## config.mk

```make
export PLATFORM = sky130hd
export DESIGN_NAME = alu_multiciclo_flat
export DESIGN_NICKNAME = d
export VERILOG_FILES = /design/src/rtl/alu_multiciclo_if.sv /design/src/rtl/alu_multiciclo.sv /design/src/flat_wrapper.sv
export SDC_FILE = /design/constraint.sdc
export NUM_CORES = 2
export LEC_CHECK = 0
export CAP_MARGIN = 20
export CORE_MARGIN = 2
export CORE_UTILIZATION = 55
export CTS_BUF_LIST = sky130_fd_sc_hd__clkbuf_8
export DETAILED_ROUTE_END_ITERATION = 12
export PLACE_DENSITY = 0.73
export SYNTH_ARGS = -nofsm -noshare
export SYNTH_HDL_FRONTEND = slang
export SYNTH_SLANG_ARGS = --single-unit
```

## constraint.sdc

```tcl
create_clock -name clk -period 12.38 [get_ports clk]
set_clock_uncertainty 0.2 [all_clocks]
set_input_delay 1.857 -clock clk [delete_from_list [all_inputs] [get_ports clk]]
set_output_delay 1.857 -clock clk [all_outputs]
set_load 0.05 [all_outputs]
```

## src/rtl/alu_multiciclo_if.sv

```systemverilog
// Handshake and operand/result bundle between EX-stage control and the multi-cycle ALU.
// The master side issues Start with operands; the slave side returns Busy/Done and the results.
interface alu_multiciclo_if #(
   parameter int WIDTH = 32
);
   logic             Start;
   logic [WIDTH-1:0] Op_1;
   logic [WIDTH-1:0] Op_2;
   logic [3:0]       Op_Alu;
   logic             Busy;
   logic             Done;
   logic [WIDTH-1:0] Res;
   logic             ZF;
   logic             DZ;

   modport master (
      output Start, Op_1, Op_2, Op_Alu,
      input  Busy, Done, Res, ZF, DZ
   );

   modport slave (
      input  Start, Op_1, Op_2, Op_Alu,
      output Busy, Done, Res, ZF, DZ
   );
endinterface

```

## src/rtl/alu_multiciclo.sv

```systemverilog
// Multi-cycle ALU: single-cycle arithmetic/logic ops plus iterative unsigned
// divide/remainder (one quotient bit per clock) and integer square root (two radicand bits per clock).
module alu_multiciclo #(
   parameter int WIDTH = 32
) (
   input logic             clk,
   input logic             rst,
   alu_multiciclo_if.slave bus
);
   localparam int SHW = $clog2(WIDTH);
   localparam int HW  = WIDTH / 2;
   localparam int SW  = HW + 3;

   localparam logic [3:0] OP_AND   = 4'b0000;
   localparam logic [3:0] OP_OR    = 4'b0001;
   localparam logic [3:0] OP_ADD   = 4'b0010;
   localparam logic [3:0] OP_MUL   = 4'b0011;
   localparam logic [3:0] OP_REMU  = 4'b0100;
   localparam logic [3:0] OP_ISQRT = 4'b0101;
   localparam logic [3:0] OP_SUB   = 4'b0110;
   localparam logic [3:0] OP_SLT   = 4'b0111;
   localparam logic [3:0] OP_DIVU  = 4'b1000;
   localparam logic [3:0] OP_SLL   = 4'b1111;

   typedef enum logic [1:0] {S_IDLE, S_DIV, S_SQRT, S_FIN} state_t;

   state_t           state_q, state_d;
   logic [SHW-1:0]   cnt_q;
   logic [3:0]       op_q;
   logic [WIDTH-1:0] dsr_q, quo_q, rem_q, rad_q;
   logic [HW:0]      srem_q;
   logic [HW-1:0]    root_q;
   logic [WIDTH-1:0] res_q;
   logic             zf_q, dz_q;

   logic             accept, div_last, sq_last, div_ge, sq_ge;
   logic [WIDTH:0]   div_trial;
   logic [WIDTH-1:0] quo_d, rem_d, single_res, div_res, sq_res;
   logic [SW-1:0]    sq_rt, sq_trial;
   logic [HW:0]      srem_d;
   logic [HW-1:0]    root_d;

   function automatic logic [WIDTH-1:0] alu_single(input logic [3:0] op,
                                                   input logic [WIDTH-1:0] a,
                                                   input logic [WIDTH-1:0] b);
      case (op)
         OP_ADD:  return a + b;
         OP_SUB:  return a - b;
         OP_AND:  return a & b;
         OP_OR:   return a | b;
         OP_SLT:  return (a < b) ? WIDTH'(1) : '0;
         OP_SLL:  return b << a[SHW-1:0];
         OP_MUL:  return a * b;
         default: return '0;
      endcase
   endfunction

   assign accept     = bus.Start && (state_q == S_IDLE || state_q == S_FIN);
   assign div_last   = (cnt_q == SHW'(WIDTH - 1));
   assign sq_last    = (cnt_q == SHW'(HW - 1));
   assign single_res = alu_single(bus.Op_Alu, bus.Op_1, bus.Op_2);

   // Restoring divide step; a zero divisor naturally yields all-ones quotient and remainder = dividend.
   always_comb begin
      div_trial = {rem_q, quo_q[WIDTH-1]};
      div_ge    = (div_trial >= {1'b0, dsr_q});
      rem_d     = div_ge ? (div_trial[WIDTH-1:0] - dsr_q) : div_trial[WIDTH-1:0];
      quo_d     = {quo_q[WIDTH-2:0], div_ge};
      div_res   = (op_q == OP_REMU) ? rem_d : quo_d;
   end

   // Digit-by-digit root step: compare {rem, next two bits} against {root, 01}.
   always_comb begin
      sq_rt    = {srem_q, rad_q[WIDTH-1 -: 2]};
      sq_trial = {1'b0, root_q, 2'b01};
      sq_ge    = (sq_rt >= sq_trial);
      srem_d   = sq_ge ? (sq_rt[HW:0] - sq_trial[HW:0]) : sq_rt[HW:0];
      root_d   = {root_q[HW-2:0], sq_ge};
      sq_res   = {{(WIDTH - HW){1'b0}}, root_d};
   end

   always_comb begin
      state_d = state_q;
      case (state_q)
         S_IDLE, S_FIN: begin
            if (bus.Start) begin
               case (bus.Op_Alu)
                  OP_DIVU, OP_REMU: state_d = S_DIV;
                  OP_ISQRT:         state_d = S_SQRT;
                  default:          state_d = S_FIN;
               endcase
            end else begin
               state_d = S_IDLE;
            end
         end
         S_DIV:   if (div_last) state_d = S_FIN;
         S_SQRT:  if (sq_last)  state_d = S_FIN;
         default: state_d = S_IDLE;
      endcase
   end

   // Control and visible results: reset aborts any in-flight op.
   always_ff @(posedge clk) begin
      if (rst) begin
         state_q <= S_IDLE;
         cnt_q   <= '0;
         res_q   <= '0;
         zf_q    <= 1'b0;
         dz_q    <= 1'b0;
      end else begin
         state_q <= state_d;
         if (accept) begin
            cnt_q <= '0;
            if (state_d == S_FIN) begin
               res_q <= single_res;
               zf_q  <= (single_res == '0);
               dz_q  <= 1'b0;
            end
         end else if (state_q == S_DIV) begin
            cnt_q <= cnt_q + SHW'(1);
            if (div_last) begin
               res_q <= div_res;
               zf_q  <= (div_res == '0);
               dz_q  <= (dsr_q == '0);
            end
         end else if (state_q == S_SQRT) begin
            cnt_q <= cnt_q + SHW'(1);
            if (sq_last) begin
               res_q <= sq_res;
               zf_q  <= (sq_res == '0);
               dz_q  <= 1'b0;
            end
         end
      end
   end

   // Iteration datapath: only meaningful after an accepted Start, so no reset.
   always_ff @(posedge clk) begin
      if (accept) begin
         op_q   <= bus.Op_Alu;
         dsr_q  <= bus.Op_2;
         quo_q  <= bus.Op_1;
         rem_q  <= '0;
         rad_q  <= bus.Op_1;
         srem_q <= '0;
         root_q <= '0;
      end else if (state_q == S_DIV) begin
         quo_q <= quo_d;
         rem_q <= rem_d;
      end else if (state_q == S_SQRT) begin
         rad_q  <= {rad_q[WIDTH-3:0], 2'b00};
         srem_q <= srem_d;
         root_q <= root_d;
      end
   end

   assign bus.Busy = (state_q == S_DIV) || (state_q == S_SQRT);
   assign bus.Done = (state_q == S_FIN);
   assign bus.Res  = res_q;
   assign bus.ZF   = zf_q;
   assign bus.DZ   = dz_q;
endmodule

```

## src/flat_wrapper.sv

```systemverilog
// flat-port wrapper written by rule: the top's interface ports become plain ports
module alu_multiciclo_flat 
#(
   parameter int WIDTH = 32
)
  (clk, rst, bus_Start, bus_Op_1, bus_Op_2, bus_Op_Alu, bus_Busy, bus_Done, bus_Res, bus_ZF, bus_DZ);
  alu_multiciclo_if #(.WIDTH(WIDTH)) bus_i ();
  input logic clk;
  input logic rst;
  input wire logic [$bits(bus_i.Start)-1:0] bus_Start;
  input wire logic [$bits(bus_i.Op_1)-1:0] bus_Op_1;
  input wire logic [$bits(bus_i.Op_2)-1:0] bus_Op_2;
  input wire logic [$bits(bus_i.Op_Alu)-1:0] bus_Op_Alu;
  output wire logic [$bits(bus_i.Busy)-1:0] bus_Busy;
  output wire logic [$bits(bus_i.Done)-1:0] bus_Done;
  output wire logic [$bits(bus_i.Res)-1:0] bus_Res;
  output wire logic [$bits(bus_i.ZF)-1:0] bus_ZF;
  output wire logic [$bits(bus_i.DZ)-1:0] bus_DZ;
  assign bus_i.Start = bus_Start;
  assign bus_i.Op_1 = bus_Op_1;
  assign bus_i.Op_2 = bus_Op_2;
  assign bus_i.Op_Alu = bus_Op_Alu;
  assign bus_Busy = bus_i.Busy;
  assign bus_Done = bus_i.Done;
  assign bus_Res = bus_i.Res;
  assign bus_ZF = bus_i.ZF;
  assign bus_DZ = bus_i.DZ;
  alu_multiciclo #(.WIDTH(WIDTH)) u_core (.clk(clk), .rst(rst), .bus(bus_i));
endmodule
```

# Yosys cells after proc, flatten, opt, wreduce, memory -nomap -nowiden
# Cells that the tools add are included.
# totals
latch_bits	0
inputBits	71
word_cells	99
rom_bits	0
ramBits	0
mem_count	0
register_bits	206
out_inout_bits	36
# classes
n_shift	1
div_mod_pow	0
bitwise	3
add_sub_neg	5
n_eq_ne	19
muxes	35
reduce_logical	20
n_mul	1
magnitude_cmp	3
# op_table
operator	n
2-to-1 mux 32 bit	13
one-hot mux 32 bit (7 select lines)	1
logical NOT 32 bit	4
subtractor 32 bit	2
>= comparator 33 x 32 -> 1 bit	1
adder 32 bit	1
bitwise AND 32 bit	1
less-than comparator 32 bit	1
multiplier 32 x 32 -> 32 bit	1
bitwise OR 32 bit	1
left shift 32 x 5 -> 32 bit	1
equality test 4 x 3 -> 1 bit (second input constant)	5
>= comparator 19 x 18 -> 1 bit	1
2-to-1 mux 17 bit	1
subtractor 17 bit	1
2-to-1 mux 1 bit	13
2-to-1 mux 5 bit	2
equality test 4 x 2 -> 1 bit (second input constant)	2
equality test 4 bit (second input constant)	2
equality test 2 bit (second input constant)	3
2-to-1 mux 2 bit	3
one-hot mux 2 bit (3 select lines)	1
nonzero test 2 bit	3
nonzero test 3 bit	2
17 further kinds	21

# Longest topological paths before layout
# depth
ltp_word	8
ltp_mapped	34
ltp_nobuf	30

# Worst setup path after synthesis
# Ideal clock, no wire load.
# synth_path
path_kind	input port to flip-flop
start	input bus_Op_1[2]
end	register u_core.zf_q (netlist: u_core.bus.ZF)
setup_slack_ns	2.700
n_path_buf	5
required_ns	12.057
arrival_ns	9.358
setup_ns	0.123
path_stages	29
cell_sequence	buf_1 buf_1 clkbuf_1 buf_1 clkbuf_1 nand2_1 fa_1 inv_1 fa_1 fa_1 inv_1 fa_1 inv_1 ha_1 ha_1 fa_1 fa_1 ha_1 a21o_1 a21oi_1 o31a_1 o31ai_1 a2111oi_0 nor2_1 or4b_2 o311a_1 and3_1 nand4_1 o211ai_2
# synth_via
elab_chain_len	6
elab_cells_between_ends	12
# synth_lines
item	line	rtl
from (decl)	flat_wrapper.sv:11	input wire logic [$bits(bus_i.Op_1)-1:0] bus_Op_1;
parallel branches: the longest is 2 deep, another holds multiplier 32 x 32 -> 32 bit	n/a	
one-hot mux 32 bit (7 select lines) (*)	alu_multiciclo.sv:46	case (op)
logical NOT 32 bit (*)	alu_multiciclo.sv:116	zf_q <= (single_res == '0);
2-to-1 mux 1 bit (*)	alu_multiciclo.sv:114	if (state_d == S_FIN) begin
2-to-1 mux 1 bit (*)	alu_multiciclo.sv:112	if (accept) begin
to (signal assigned)	alu_multiciclo.sv:116	
to (signal assigned)	alu_multiciclo.sv:123	zf_q <= (div_res == '0);
to (signal assigned)	alu_multiciclo.sv:130	zf_q <= (sq_res == '0);
to (decl)	alu_multiciclo.sv:34	logic zf_q, dz_q;
# Every way passes the cells marked *. The select of a mux whose other input is x is not followed.
# A chain may end at the register's enable or synchronous reset.

# Final worst setup path
# layout_path
start	input bus_Op_2[2]
end	register u_core.zf_q (netlist: u_core.bus.ZF)
# layout_via
elab_chain_len	6
elab_cells_between_ends	12
# layout_lines
item	line	rtl
from (decl)	flat_wrapper.sv:12	input wire logic [$bits(bus_i.Op_2)-1:0] bus_Op_2;
parallel branches: the longest is 2 deep, another holds multiplier 32 x 32 -> 32 bit	n/a	
one-hot mux 32 bit (7 select lines) (*)	alu_multiciclo.sv:46	
logical NOT 32 bit (*)	alu_multiciclo.sv:116	
2-to-1 mux 1 bit (*)	alu_multiciclo.sv:114	
2-to-1 mux 1 bit (*)	alu_multiciclo.sv:112	
# Marks and branches as above.

==> results.md <==
- H-tree lvl count: 2
- RR Startpoint: u_core.dsr_q[12]
- Post-synthesis adder-cell area fraction: 0.350
- Hold Path Stages: 2
- # setup viols final: 0
- Syn. warnings: 0
- DR pass1 iterations: 10
- Startpoint types: primary input
- Setup TNS: 0 ns
- Critical Path Sink Type: flip-flop
- Xor and xnor area share after synthesis: 0.0354
- # rows: 90
- Max incr delay on CP: 0.69 ns
- Compound-Gate Fraction of Synth Area: 0.148
- Avg Inst Size Synth: 8.24 um2
- Cell variety after synth: 94
- Crit path top cell by count: fa_1
- CP Class: primary input to flip-flop
- Layout Nets: 4823
- Crit path max-delay cell type: inv_1
- Final Cycle Share: 0.860
- Hold Crit Class: flip-flop to flip-flop
- Required time worst endpoint: 12.67 ns
- CP arrival: 10.94 ns
- GRT overflow: 0
- GR Util met2: 0.584
- Clk pin slew, worst setup/hold paths: 0.06 ns
- Sequential element share of the synthesized area: 0.153
- First-pass GRT wire length: 198 mm
- Seq cells post-synth: 206
- Die Wd: between 200 and 300 um
- CTS buffer count: 36
- Layout area overhead: 7.86%
- Endpoints failing hold: 0
- Met3 Track Usage GR: 0.183
- Die ar.: around 63000 um2
- Asr flop ratio synth: 0
- R2R depth: 15
- Total number of vias: 31600
- Final min period: 10.65 ns
- Reg-to-reg setup timing slack: 6.76 ns
- Maximum clock frequency: about 94 MHz
- Tot GR Track Use: 0.425
- Number of global-route vias before repair: around 31000
- Main combinational cell family by area after synthesis: adder cells
- Die H: 250 um
- Hold path startpoint: u_core.bus.Res[8]
- Pin count of the biggest net entering global routing: 89
- Antenna-violating nets left: 0
- GPL Wtd Cong: ~1.0
- CTS resizes: 0
- Number of clock sinks: 206
- Drc violations: 0
- Ports: 107
- Worst relative slew slack: 0.204
- Slew Limit Fails: 0
- Initial Util: 0.555
- Met1 GRT Util: 0.568
- Top_reg_cell synth: dfxtp_1
- RSZ-0062 raised after global routing: no
- Routed wire per std cell: 27.3 um
- Iteration-0 DRC count of the detailed router: 4383
- IO buf count: 106
- Status: finished, final reports clean
- Vias per std cell: 6.49
- Clock latency on the worst-skew pair: 0.59 ns
- Routed WL: 133 mm
- Number of synthesized flops with an enable pin: 100
- Top delay family on crit path: adder cells
- Most Crowded Layer GR: met2
- Fraction of the mapped netlist area in simple logic gates: 0.176
- Initial antenna violation count: 2
- Hold Path End: u_core.bus.Res[8]
- Max-cap viol count: 0
- Clock Tree Buf Depth: 3
- CTS Hold Bufs: 0
- Mapped Cells: 4056
- Area of the mapped netlist: 33400 um2
- CTS Root Cell: clkbuf_8
- CP Max Fanout: 19
- CTS tree: yes
- Least-Margin Pin Slew: ~1.2 ns
- Worst path bufs/invs: 5
- Share of cells above drive strength 1: 0.0574
- Post-CTS setup buffers: 0
- Post-synthesis mux area share: 0.0478
- HPWL after DPL: between 100 and 150 mm
- Core ar.: 60200 um2
- FF-to-FF End: u_core.bus.ZF
- Syn_nets: 4814
[Yosys cell counts (26+ instances only)]
library cell,number,area share
edfxtp_1,100,0.090
ha_1,276,0.10
a21oi_1,182,0.027
o211ai_1,27,0.0061
clkbuf_1,187,0.021
a211oi_1,74,0.017
buf_1,31,0.0035
nor2_1,547,0.061
a31oi_1,28,0.0052
a221oi_1,26,0.0068
xnor2_1,107,0.028
dfxtp_1,106,0.064
fa_1,411,0.25
nor4_1,27,0.0051
a21o_1,34,0.0076
mux4_2,31,0.021
nand3_1,32,0.0048
nand4_1,32,0.0060
xor2_1,28,0.0073
nor3_1,66,0.0099
mux2i_1,78,0.023
inv_1,544,0.061
nand2_1,535,0.060
o21ai_0,132,0.020
[routing by layer]
layer,vias up,wire (um)
li1,13500,-
met1,15200,50400
met2,2364,52200
met3,549,21600
met4,4,8620
met5,-,54
[tightest hold or removal path: cells and delay by family (launching register included)]
family	cells	cell delay, ns
flops	1	0.31
compound gates	1	0.05
simple gates	1	0.05
[flip-flops by register name (all words and copies together), names as in the netlist]
name / cells
u_core.dsr_q: 32
u_core.op_q: 4
u_core.bus.ZF: 1
u_core.quo_q: 32
u_core.rad_q: 32
u_core.root_q: 16
u_core.rem_q: 32
u_core.cnt_q: 5
u_core.bus.Res: 32
u_core.state_q: 2
u_core.bus.DZ: 1
u_core.srem_q: 17
[placed cells by master (no fill, tap or decap), types with 26 or more instances in the layout]
cell | synthesis | final
inv_1 | 544 | 556
nor2_1 | 547 | 545
nand2_1 | 535 | 534
fa_1 | 411 | 411
ha_1 | 276 | 274
a21oi_1 | 182 | 182
o21ai_0 | 132 | 132
xnor2_1 | 107 | 107
dfxtp_1 | 106 | 106
clkdlybuf4s50_1 | 0 | 101
edfxtp_1 | 100 | 100
buf_4 | 2 | 95
mux2i_1 | 78 | 78
a211oi_1 | 74 | 74
nor3_1 | 66 | 65
clkbuf_8 | 0 | 39
a21o_1 | 34 | 34
nand4_1 | 32 | 32
nand3_1 | 32 | 32
mux4_2 | 31 | 31
a31oi_1 | 28 | 28
xor2_1 | 28 | 28
o211ai_1 | 27 | 27
nor4_1 | 27 | 27
a221oi_1 | 26 | 26
[how the worst max path moves through the flow]
stage / startpoint / endpoint / cells after the start
floorplan: bus_Op_1[2] / u_core.bus.ZF / 29
global placement: bus_Op_2[9] / u_core.bus.Res[29] / 27
detailed placement: bus_Op_2[2] / u_core.bus.ZF / 29
CTS: bus_Op_2[2] / u_core.bus.ZF / 29
global route: bus_Op_2[2] / u_core.bus.Res[30] / 28
finish: bus_Op_2[2] / u_core.bus.ZF / 28
[through the flow]
| step | hold WS (ns) | worst slack [ns] | area (um2) | utilization | cells |
|---|---|---|---|---|---|
| after floorplan | 0.253 | 2.70 | 33400 | - | 4056 |
| after global placement | 0.241 | 1.49 | 35300 | 0.586 | 4808 |
| after detailed placement | 0.245 | 1.49 | 35300 | 0.586 | 4808 |
| after CTS | 0.251 | 2.02 | 36000 | 0.598 | 4872 |
| after global routing | 0.276 | 1.41 | 36000 | 0.598 | 4874 |
| final | 0.251 | 1.73 | 36000 | 0.598 | 4875 |
[cells by family (layout without fill, tap and decap cells)]
| logic type | Yosys count | in the layout |
|---|---|---|
| AND/OR/NAND/NOR | 1379 | 1379 |
| buffers and inverters | 792 | 827 |
| AO/OA/AOI/OAI | 738 | 738 |
| adder cells (fa/ha/maj) | 687 | 687 |
| flip-flops | 206 | 206 |
| XOR/XNOR | 135 | 135 |
| multiplexers | 119 | 119 |
| other | 0 | 2 |
[layout make-up]
type	instances	area [um2]
antenna	2	5.00
tap	782	978
clock inverter	25	190
timing repair buffer	202	1770
fill	5453	24200
sequential	206	5120
inverter	561	2110
clock buffer	39	537
multi-input combinational	3058	25300
Power is left out: the tool's default activity adds up to more than one toggle a clock period on the data nets, which glitch-free logic cannot reach.
